### src/rtl/imem_loader.sv
// Framed byte-stream program loader: assembles little-endian words into IMEM,
// verifies an XOR checksum over the data bytes, then releases the core.
module imem_loader #(
  parameter int ADDR_W = 8
) (
  input  logic              clk,
  input  logic              reset,
  input  logic              start,
  input  logic              in_valid,
  input  logic [7:0]        in_data,
  output logic              in_ready,
  output logic              imem_wr_en,
  output logic [ADDR_W-1:0] imem_wr_addr,
  output logic [31:0]       imem_wr_data,
  output logic              core_run,
  output logic              busy,
  output logic              error,
  output logic [1:0]        error_code,
  output logic [ADDR_W:0]   words_loaded
);

  typedef enum logic [2:0] {
    S_IDLE, S_HDR0, S_HDR1, S_DATA, S_CSUM, S_DONE, S_ERROR
  } state_t;

  localparam logic [16:0]     CAPACITY = 17'(1) << ADDR_W;
  localparam logic [ADDR_W:0] ONE_WORD = (ADDR_W + 1)'(1);

  state_t              r_state;
  state_t              w_next;
  logic [7:0]          r_len_lo;
  logic [ADDR_W:0]     r_len;
  logic [7:0]          r_acc;
  logic [1:0]          r_byte_cnt;
  logic [23:0]         r_word;
  logic                r_wr_en;
  logic [ADDR_W-1:0]   r_wr_addr;
  logic [31:0]         r_wr_data;
  logic [ADDR_W:0]     r_words;
  logic [1:0]          r_err_code;

  logic                w_active;
  logic                w_xfer;
  logic                w_start;
  logic [15:0]         w_len_full;
  logic                w_len_bad;
  logic                w_last_word;
  logic                w_csum_ok;

  assign w_active    = (r_state == S_HDR0) || (r_state == S_HDR1) ||
                       (r_state == S_DATA) || (r_state == S_CSUM);
  assign w_xfer      = in_valid && w_active;
  assign w_start     = start && !w_active;
  assign w_len_full  = {in_data, r_len_lo};
  assign w_len_bad   = (w_len_full == 16'd0) || ({1'b0, w_len_full} > CAPACITY);
  assign w_last_word = (r_byte_cnt == 2'd3) && ((r_words + ONE_WORD) == r_len);
  assign w_csum_ok   = (in_data == r_acc);

  always_ff @(posedge clk or negedge reset) begin
    if (!reset) r_state <= S_IDLE;
    else        r_state <= w_next;
  end

  always_comb begin
    w_next = r_state;
    case (r_state)
      S_IDLE, S_DONE, S_ERROR: if (w_start) w_next = S_HDR0;
      S_HDR0:  if (w_xfer) w_next = S_HDR1;
      S_HDR1:  if (w_xfer) w_next = w_len_bad ? S_ERROR : S_DATA;
      S_DATA:  if (w_xfer && w_last_word) w_next = S_CSUM;
      S_CSUM:  if (w_xfer) w_next = w_csum_ok ? S_DONE : S_ERROR;
      default: w_next = S_IDLE;
    endcase
  end

  // Lanes 0..2 are held in r_word; the lane-3 byte completes the word and
  // launches the registered write directly, so no extra assembly cycle.
  always_ff @(posedge clk or negedge reset) begin
    if (!reset) begin
      r_len_lo   <= '0;
      r_len      <= '0;
      r_acc      <= '0;
      r_byte_cnt <= '0;
      r_word     <= '0;
      r_wr_en    <= 1'b0;
      r_wr_addr  <= '0;
      r_wr_data  <= '0;
      r_words    <= '0;
      r_err_code <= '0;
    end else begin
      r_wr_en <= 1'b0;
      if (w_start) begin
        r_words    <= '0;
        r_err_code <= '0;
        r_acc      <= '0;
        r_byte_cnt <= '0;
      end
      if (w_xfer) begin
        case (r_state)
          S_HDR0: r_len_lo <= in_data;
          S_HDR1: begin
            r_len <= w_len_full[ADDR_W:0];
            if (w_len_bad) r_err_code <= 2'b01;
          end
          S_DATA: begin
            r_acc      <= r_acc ^ in_data;
            r_byte_cnt <= r_byte_cnt + 2'd1;
            if (r_byte_cnt == 2'd3) begin
              r_wr_en   <= 1'b1;
              r_wr_addr <= r_words[ADDR_W-1:0];
              r_wr_data <= {in_data, r_word};
              r_words   <= r_words + ONE_WORD;
            end else begin
              r_word[{r_byte_cnt, 3'b000} +: 8] <= in_data;
            end
          end
          S_CSUM: if (!w_csum_ok) r_err_code <= 2'b10;
          default: ;
        endcase
      end
    end
  end

  assign in_ready     = w_active;
  assign busy         = w_active;
  assign core_run     = (r_state == S_DONE);
  assign error        = (r_state == S_ERROR);
  assign error_code   = r_err_code;
  assign imem_wr_en   = r_wr_en;
  assign imem_wr_addr = r_wr_addr;
  assign imem_wr_data = r_wr_data;
  assign words_loaded = r_words;

endmodule

### config.mk
export PLATFORM = sky130hd
export DESIGN_NAME = imem_loader
export DESIGN_NICKNAME = d
export VERILOG_FILES = /design/src/rtl/imem_loader.sv
export SDC_FILE = /design/constraint.sdc
export NUM_CORES = 1
export LEC_CHECK = 0
export CORE_ASPECT_RATIO = 0.7
export CORE_MARGIN = 3
export CORE_UTILIZATION = 58
export CTS_CLUSTER_SIZE = 10
export DETAILED_ROUTE_END_ITERATION = 7
export PLACE_DENSITY = 0.84
export SLEW_MARGIN = 40
export SYNTH_ARGS = -nofsm -noshare
export SYNTH_HDL_FRONTEND = slang
export SYNTH_SLANG_ARGS = --single-unit
### constraint.sdc
create_clock -name clk -period 3.6 [get_ports clk]
set_input_delay 0.72 -clock clk [delete_from_list [all_inputs] [get_ports clk]]
set_output_delay 0.72 -clock clk [all_outputs]
set_load 0.005 [all_outputs]
==> summary.md <==
| Metric | Value |
|---|---|
| Status | completed |
| Critical path origin | r_state[1] |
| Max clock buf depth | 2 |
| Vias in the first global route | ~3900 |
| CORE AREA | around 0.0080 sq mm |
| Lkg Pwr | 2.708 nW |
| Fin Setup TNS | 0 ns |
| Drt drc | 0 |
| Peak Freq | between 300 and 400 MHz |
| # nets final | between 500 and 600 |
| Crit-path cells | nor2_1, xnor2_1, clkdlybuf4s50_1 |
| CTS H-tree lvls | 3 |
| DIE AREA | ~0.0096 sq mm |
| Total track usage | 0.2579 |
| CP delay by family, top | flip-flops |
| Port buffer count | 67 |
| Via count | 3868 |
| CP Launch Type | flip-flop |
| Syn Area/Cell | 9.810 sq um |
| Die Y-Extent | between 80 and 90 microns |
| Worst Setup End Kind | output port |
| TritonCTS clock tree | done |
| RR Startpoint | words_loaded[0] |
| Die width | 116.0 microns |
| Main flop type after synthesis | dfrtp_1 |
| # diodes | 0 |
| Post-cts sizing count | 0 |
| IO Pins | between 60 and 70 |
| Root Buffer Master | clkbuf_16 |
| Final period util | 0.7690 |
| Buf/Inv on CP | 1 |
| CTS clk-pin slew, worst paths | around 0.070 ns |
| Total CTS buffers | 9 |
| DP Area | 0.005640 sq mm |
| Initial antenna violation count | 0 |
| Post-layout min period | approximately 2.8 ns |
| Worst path arrival time | ~2.1 ns |
| Pre-CTS setup slack | 0.5926 ns |
| Layout Skew | between 0.003 and 0.004 ns |
| CP Class | reg2out |
| Register area share after synthesis | 0.5397 |
| Antenna-violating nets left | 0 |
| Least-Margin Pin Slew | 0.7495 ns |
| 1st-iter DRT viols | 217 |
| Post-synthesis register bit count | 106 |
| RePlAce Congestion | just over 0.8 |
| Worst reg2reg path depth | 7 |
| Max stage delay on crit path | 0.62 ns |
| Final WL | around 12 mm |
| Rows | 27 |
| Setup violators final | 0 |
| Count of cell types in the netlist | 52 |
| Hold crit path type | in2async |
| Worst EP required | 2.88 ns |
| Slew HR | 0.4976 |
| Power per cell area | around 600 mW/mm^2 |
| Via density | around 5.8 |
| Syn nets | slightly above 500 |
| Max VDD drop | about 0.38 mV |
| Final Hold Fails | 0 |
| Post-Route Utilization | 0.7378 |
| Post-synth EDFFs | 0 |
| RSZ-0062 raised after global routing | false |
| Largest net degree at the start of global routing | 51 |
| Layout area overhead | 20.70% |
| End of the worst register-to-register path | r_state[2] |
| Max_cap viols | 0 |
| GRT overflow | 0 |
| Post-Layout Inst Area | a little under 0.006 sq mm |
| Ratio of cells with drive above 1 in the final layout | 0.1221 |
| Dpl hpwl | around 8.1 mm |
| CP Max Fanout | 14 |
| Async SR Flop Fraction | 1.000 |
| Sinks on Clock Net | 106 |
| Final slew viol count | 0 |
| Yosys synthesis warning count | 0 |
| Cells after synthesis | between 500 and 600 |
| Total Power | roughly 0.0036 W |
| First-pass GRT wire length | between 15 and 20 mm |
| Drt wl/cell | around 17 microns |
| Post-CTS Hold Fix Bufs | 0 |
| Mapped Area | ~0.0049 sq mm |
| Clock Latency Late Sink | about 0.35 ns |
| Setup Buffers After CTS | 0 |
| Slowest CP cell | dfrtp_1 |
| R2r setup slk | 1.27 ns |
| Initial Utilization | 0.6113 |
| Post-route setup slack | about 0.83 ns |
| DR pass1 iterations | 5 |
-- where the power goes --
part / internal (W) / switching (W)
Combinational: 0.000499 / 0.000522
Sequential: 0.00142 / 0.000213
Clock: 0.000478 / 0.000443
Total: 0.00240 / 0.00118
-- Yosys cell counts (all sizes together), types with 2 or more instances --
cell	number	area share
nor3	6	0.0071
o21a	2	0.0031
o211ai	3	0.0046
a211o	2	0.0036
nor2b	5	0.0064
o31ai	7	0.011
xor2	5	0.0089
xnor2	11	0.020
nor2	21	0.016
nor4	3	0.0038
and2	2	0.0025
nor3b	4	0.0061
clkbuf	22	0.018
nand2	144	0.11
nand3	8	0.011
and2b	2	0.0031
nand2b	6	0.0076
a21oi	4	0.0048
o21ai	54	0.055
nand3b	2	0.0031
or4	3	0.0046
buf	7	0.013
ha	6	0.015
a21boi	2	0.0031
nand4	4	0.0051
mux2	32	0.073
dfrtp	106	0.54
a31oi	2	0.0025
and3	5	0.0066
inv	7	0.0053
-- cell families after synthesis --
kind of cell    Yosys count  synth area share
compound gates           84            0.1016
buf+inv                  37           0.03691
flops                   106            0.5397
xor+xnor                 16           0.02851
fa+ha+maj                 6           0.01527
simple gates            219            0.2026
mux                      33           0.07536
-- final cells by class --
class	count	area [sq um]
Sequential cell	106	2653
Multi-Input combinational cell	358	2098
Clock buffer	10	229.0
Clock inverter	6	52.55
Tap cell	101	126.4
Fill cell	576	2108
Timing Repair Buffer	77	743.2
Inverter	8	30.03
-- routing by layer --
layer	vias to the layer above	share of wire	GRT usage
met1	1902	0.45	0.3700
met4	0	0.014	0.08325
met3	14	0.068	0.05827
met2	139	0.47	0.3911
met5	-	0	0
li1	1813	-	-
-- how the worst max path moves through the flow --
| stage | to | slack [ns] | cells past startpoint |
|---|---|---|---|
| after floorplan | r_state[2] | 1.27 | 6 |
| after global placement | r_state[2] | 0.74 | 6 |
| after detailed placement | r_word[17] | 0.59 | 7 |
| after CTS | busy | 0.80 | 3 |
| after global routing | r_word[20] | 0.56 | 7 |
| final | busy | 0.83 | 3 |
-- registers in the layout (all words and copies together) (netlist names) --
register / count
error_code: 2
imem_wr_addr: 8
imem_wr_data: 32
imem_wr_en: 1
r_acc: 8
r_byte_cnt: 2
r_len: 9
r_len_lo: 8
r_state: 3
r_word: 24
words_loaded: 9
-- through the flow --
stage          hold WS [ns]  instances
2_1_floorplan        0.4244        501
3_3_place_gp         0.4563        650
3_5_place_dp         0.4594        650
4_1_cts              0.4043        666
5_1_grt              0.4251        666
6_report             0.3849        666
-- placed cells by master, fill, tap and decap left out, drive strengths merged, types with 2 or more instances in the layout --
cell / n
ha: 6
a21oi: 4
a31oi: 2
o21a: 2
a211o: 2
o31ai: 7
nor3b: 4
clkinv: 4
nand2b: 6
dfrtp: 106
xnor2: 11
mux2: 32
xor2: 5
nor2: 21
o211ai: 3
clkdlybuf4s50: 66
nand2: 144
clkinvlp: 2
nand4: 4
clkbuf: 10
or4: 3
and3: 5
o21ai: 54
nor4: 3
inv: 8
nor2b: 5
and2b: 2
nor3: 6
buf: 11
and2: 2
nand3b: 2
a21boi: 2
nand3: 8
Note: power is estimated with default switching activity, not from simulation.
==> RTL change 1: new RTL, same flow settings <==
Set the parameter `ADDR_W` to 6 (it was 8).
--- a/src/rtl/imem_loader.sv
+++ b/src/rtl/imem_loader.sv
@@ -3,3 +3,3 @@
 module imem_loader #(
-  parameter int ADDR_W = 8
+  parameter int ADDR_W = 6
 ) (
Ports: changed (resized imem_wr_addr and words_loaded); port bits go from 68 to 64. No check against the original RTL was run, so the function may have changed too.
==> RTL change 1 against the original RTL <==
- synthesized cell count fell by 2.2%
- die area fell by 7.0%
- sequential share of layout area rose by 0.58 points
- via count fell by 4.3%
- design area fell by 6.9%
- synthesized area fell by 7.4%
- sequential cell count fell by 6
- wire length fell by 6.5%
- power rose by 14%
- worst setup slack got worse by 140 ps
==> RTL change 1: results (changes against the original RTL) <==
Yosys
  • Synth Area in Compound Gates: 0.0943 (-0.00727)
  • Post-synthesis net count: 508 (-2.1%)
  • Synth cell count leaders: 137 x nand2_1, 100 x dfrtp_1, 51 x o21ai_0
  • Share of flip-flops with an asynchronous set or reset: 1.00 (unchanged)
  • Adder-cell share of the synthesized area: 0.0209 (+0.00562)
  • Syn avg cell area: 9.29 um2 (-5.3%)
  • Number of warning messages in the yosys log: 0 (unchanged)
  • Cell types occupying the most area after synthesis: dfrtp_1 55%, nand2_1 11%, o21ai_0 5.6%
  • Sequential area share after synthesis: 0.550 (+0.0102)
  • Multiplexer fraction of the synthesized cell area: 0.0371 (-0.0382)
  • Post-Synth XOR/XNOR Area: 0.0346 (+0.00613)
  • Count leader, synth: nand2_1

Placement
  • Total placed instance area: 5310 um2 (-5.9%)
  • RePlAce Congestion: 0.922 (+11%)
  • Dpl cells: 637 (-2.0%)
  • Half-perimeter wire length after detailed placement: 7.36 mm (-9.2%)
  • Minimum setup slack after placement: 676 ps (+83.2 ps)
  • Port buffer count: 63 (-6.0%)

Power and ir drop
  • Worst supply voltage drop on vdd: 460 uV (+23%)
  • Sw Ratio: 0.350 (+0.0203)
  • Sequential cell fraction of total power: 0.464 (+0.007)
  • Proportion of power drawn by combinational gates: 0.358 (+0.072)
  • Leakage Power: 2.59 nW (-4.3%)
  • Power dissipated in combinational cells: 1.45 mW (+42%)

STA
  • Peak Freq: 0.344 GHz (-4.7%)
  • Worst max-slew margin expressed relative to the limit: 0.494 (-0.00381)
  • Worst hold margin: 380 ps (-4.48 ps)
  • Setup clock skew after layout: 9.62 ps (+5.90 ps)

Worst setup path
  • Maximum fanout along the worst path: 13 (-1)
  • Launching point of the worst reg2reg path: r_state[1]$_DFFE_PN0P_
  • Worst stage delay on the critical path: 570 ps (-50 ps)
  • Cells on worst reg2reg path: 5 (-2)
  • Register-to-Register Setup Slack: 1100 ps (-170 ps)
  • Crit path arrival time: 2190 ps (+140 ps)
  • R2r endpoint: r_state[1]$_DFFE_PN0P_

Detailed routing
  • Initial DRC Count: 351 (+62%)
  • Average wire per standard cell: 16.6 um (-4.7%)
  • Total number of vias: 3700 (-4.3%)

Global routing
  • GR Util met2: 0.376 (-0.0149)
  • First-pass GRT wire length: 17.9 mm (-8.3%)
  • Vias in the first global route: 3567 (-8.6%)
  • Met3 layer usage reported by global route: 0.0670 (+0.00875)
  • Maximum number of pins on one net before global-route repair: 101 (+98%)

Clocking
  • Total clock buffers created by CTS: 9 (unchanged)
  • Cell chosen for the clock root: clkbuf_8
  • Clock latency on the worst-skew pair: 370 ps (+20 ps)
  • Post-CTS setup buffer count: 0 (unchanged)
  • Clock-pin transition on the worst setup and hold timing paths: 90 ps (+20 ps)

Final layout
  • Proportion of layout cells with a drive suffix above 1: 0.0973 (-0.0248)
  • Nets@finish: 568 (-1.7%)
  • Final non-filler cell total: 653 (-2.0%)

Status
  • Status: completed
==> RTL change 1: changes by cell type in the layout (fill, tap and decap cells not counted), sizes merged, moves of 6 or more <==
cell and delta:
xor2 +9, mux2 -17, xnor2 -7, nand3 +23, dfrtp -6, nand2 -7, inv +21
==> RTL change 1: cell type report <==
| class | count | area [um2] |
|---|---|---|
| fill | 534 | 1930 |
| timing repair buffer | 77 | 746 |
| tap | 98 | 123 |
| clock inverter | 5 | 58.8 |
| sequential | 100 | 2500 |
| inverter | 29 | 109 |
| multi-input combinational | 333 | 1840 |
| clock buffer | 11 | 141 |
==> RTL change 1: cell families (layout without fill, tap and decap cells) <==
logic type | count (synthesis) | in the layout
buffers and inverters | 57 | 122
muxes | 15 | 15
xor gates and xnor gates | 18 | 18
adders and majority gates | 8 | 8
AOI/OAI and AO/OA | 73 | 73
DFF | 100 | 100
and+or+nand+nor | 219 | 219
==> RTL change 1: how the worst max path moves through the flow <==
| stage | to | depth (start not counted) | start |
|---|---|---|---|
| 3_3_place_gp | r_word[6]$_DFFE_PN0P_ | 7 | in_valid |
| 6_report | in_ready | 4 | r_state[2]$_DFFE_PN0P_ |
| 5_1_grt | in_ready | 4 | r_state[2]$_DFFE_PN0P_ |
| 2_1_floorplan | r_word[21]$_DFFE_PN0P_ | 8 | in_valid |
| 4_1_cts | in_ready | 4 | r_state[2]$_DFFE_PN0P_ |
| 3_5_place_dp | r_word[16]$_DFFE_PN0P_ | 7 | in_valid |
==> RTL change 1: layer usage <==
metal	vias up	part of all wire
met5	-	0
met4	0	0.010
met3	14	0.079
met2	161	0.45
met1	1794	0.46
li1	1731	-
==> RTL change 1: worst reg2reg max path, stage by stage, from the launching register on <==
cell	delay, ps
dfrtp_1	530
nor2_2	280
xnor2_1	220
or4_4	590
o41ai_2	390
or3b_1	380
==> RTL change 2: new RTL, same flow settings <==
Without the edit above. Encoding of `state_t`: now Gray code (3 bits for 7 states).
--- a/src/rtl/imem_loader.sv
+++ b/src/rtl/imem_loader.sv
@@ -22,3 +22,3 @@
   typedef enum logic [2:0] {
-    S_IDLE, S_HDR0, S_HDR1, S_DATA, S_CSUM, S_DONE, S_ERROR
+    S_IDLE = 3'b000, S_HDR0 = 3'b001, S_HDR1 = 3'b011, S_DATA = 3'b010, S_CSUM = 3'b110, S_DONE = 3'b111, S_ERROR = 3'b101
   } state_t;
Function: no difference found for any inputs over 10 cycles, from zero or initial values and one cycle with reset low; not proved beyond that.
==> RTL change 2 against the original RTL <==
- combinational power decreased by 47%
- synthesized cell count down 5.2%
- maximum frequency down 2.4%
- wire length fell by 5.1%
- non-clock buffer count down 3
- sequential share of layout area rose by 0.35 points
- synthesized area down 1.7%
- worst setup slack worse by 68 ps
- hold slack lost 33 ps
- sequential cell count is the same
- design area fell by 0.78%
- power is 16% lower
==> RTL change 2: results (changes against the original RTL) <==
Final layout
  • Number of inserted filler cells in the final layout: 552 (-4.2%)
  • Nets@finish: 548 (-5.2%)
  • Proportion of layout cells with a drive suffix above 1: 0.139 (+0.0165)
  • Max FFs per register: 32 (unchanged)
  • Final non-filler cell total: 635 (-4.7%)
  • N_diodes: 0 (unchanged)

Placement
  • Half-perimeter wire length after detailed placement: 7.29 mm (-10%)
  • Dpl cells: 620 (-4.6%)
  • Port buffer count: 67 (unchanged)
  • RePlAce Congestion: 0.832 (+0.16%)

Yosys
  • Share of flip-flops with an asynchronous set or reset: 1.00 (unchanged)
  • Post-synth top flop: dfrtp_1
  • Number of warning messages in the yosys log: 0 (unchanged)
  • Cell variety after synth: 53 (+1.9%)
  • Count of flip-flops with a built-in enable after synthesis: 0 (unchanged)
  • Post-synthesis net count: 493 (-5.0%)
  • Synth cell count leaders: 133 x nand2_1, 106 x dfrtp_1, 45 x o21ai_0
  • Sequential area share after synthesis: 0.549 (+0.00922)
  • Count of mapped cells out of synthesis: 475 (-5.2%)
  • Cell types occupying the most area after synthesis: dfrtp_1 55%, nand2_1 10%, mux2_2 7.7%

Worst setup path
  • R2r endpoint: r_state[1]$_DFFE_PN0P_
  • Category of cells accounting for the largest share of critical-path delay: simple AND/OR/NAND/NOR gates
  • Cells on worst reg2reg path: 6 (-1)
  • Worst stage delay on the critical path: 550 ps (-70 ps)
  • Register-to-Register Setup Slack: 1330 ps (+60 ps)
  • Crit path arrival time: 2120 ps (+70 ps)
  • Maximum fanout along the worst path: 11 (-3)
  • CP max stage cell: dfrtp_1
  • Launching point of the worst reg2reg path: words_loaded[0]$_DFF_PN0_

Status
  • Status: completed

Hold path
  • Worst min-delay path class: in2async

Clocking
  • Clock latency on the worst-skew pair: 340 ps
  • Total clock buffers created by CTS: 9 (unchanged)
  • Number of instances resized during post-cts repair: 0 (unchanged)
  • Post-CTS setup buffer count: 0 (unchanged)
  • Number of buffers on the longest clock path: 2 (unchanged)

Power and ir drop
  • Leakage Power: 2.70 nW (-0.41%)
  • Worst supply voltage drop on vdd: 325 uV (-13%)
  • Sw Ratio: 0.263 (-0.0663)

Detailed routing
  • Drt pass-1 iters: 5 (unchanged)
  • Total number of vias: 3709 (-4.1%)
  • Initial DRC Count: 318 (+47%)
  • WL final: 11.0 mm (-5.1%)

STA
  • Slew of the pin with the lowest slew margin: 689 ps (-60.1 ps)
  • Setup clock skew after layout: 10.1 ps (+6.36 ps)

Global routing
  • Initial antenna violation count: 0 (unchanged)
  • First-pass GRT wire length: 18.1 mm (-7.2%)
  • Maximum number of pins on one net before global-route repair: 68 (+33%)
  • Tot GR Track Use: 0.244 (-0.0136)
==> RTL change 2: logic make-up after synthesis <==
kind of cell	after synthesis	synth area share
compound gates	71	0.0886
xor+xnor	27	0.0489
fa+ha+maj	6	0.0155
buf+inv	37	0.0344
flops	106	0.549
mux	34	0.0790
simple gates	194	0.185
==> RTL change 2: area by class of cell <==
type,instances,area [um2],share of cell area
clock buffers,11,243,0.0412
repair buffers,74,724,0.123
well taps,101,126,0.0215
flip-flops and latches,106,2650,0.451
multi-input cells,332,2040,0.346
inverters,7,26.3,0.00446
clock inverters,4,76.3,0.0130
==> RTL change 2: through the flow <==
stage	setup slack [ps]	cell area, um2	hold slack, ps	utilization
finish	764	5890	352	0.738
global route	599	5890	387	0.738
CTS	762	5870	476	0.736
floorplan	1650	4830	424	-
detailed placement	839	5550	458	0.696
global placement	968	5550	455	0.696
==> RTL change 2: power groups by stage <==
| stage | Clock, mW | Sequential (mW) | Combinational, mW |
|---|---|---|---|
| floorplan | 0 | 1.39 | 0.412 |
| global placement | 0 | 1.44 | 0.513 |
| detailed placement | 0 | 1.45 | 0.529 |
| CTS | 1.06 | 1.43 | 0.541 |
| global route | 1.11 | 1.45 | 0.591 |
| finish | 1.04 | 1.43 | 0.541 |
==> RTL change 2: worst max-delay path by stage <==
stage | startpoint | end | slack, ps
2_1_floorplan | in_data[6] | r_state[2]$_DFFE_PN0P_ | 1650
3_3_place_gp | in_valid | r_word[1]$_DFFE_PN0P_ | 970
3_5_place_dp | in_valid | r_word[14]$_DFFE_PN0P_ | 840
4_1_cts | r_state[2]$_DFFE_PN0P_ | in_ready | 760
5_1_grt | r_state[2]$_DFFE_PN0P_ | in_ready | 600
6_report | r_state[2]$_DFFE_PN0P_ | in_ready | 760
==> RTL change 2: per-layer routing <==
metal / wire (um) / vias to the layer above / GRT usage
li1: - / 1699 / -
met1: 4970 / 1873 / 0.347
met2: 5340 / 125 / 0.397
met3: 632 / 12 / 0.0481
met4: 83 / 0 / 0.0516
met5: 0 / - / 0
==> RTL change 2: worst register-to-register path, cell delays in order, from the launching register on <==
cell     delay, ps
dfrtp_1        520
ha_1           360
and4_1         350
nand4_1        190
xnor2_1        200
a41oi_1        210
o31a_1         340
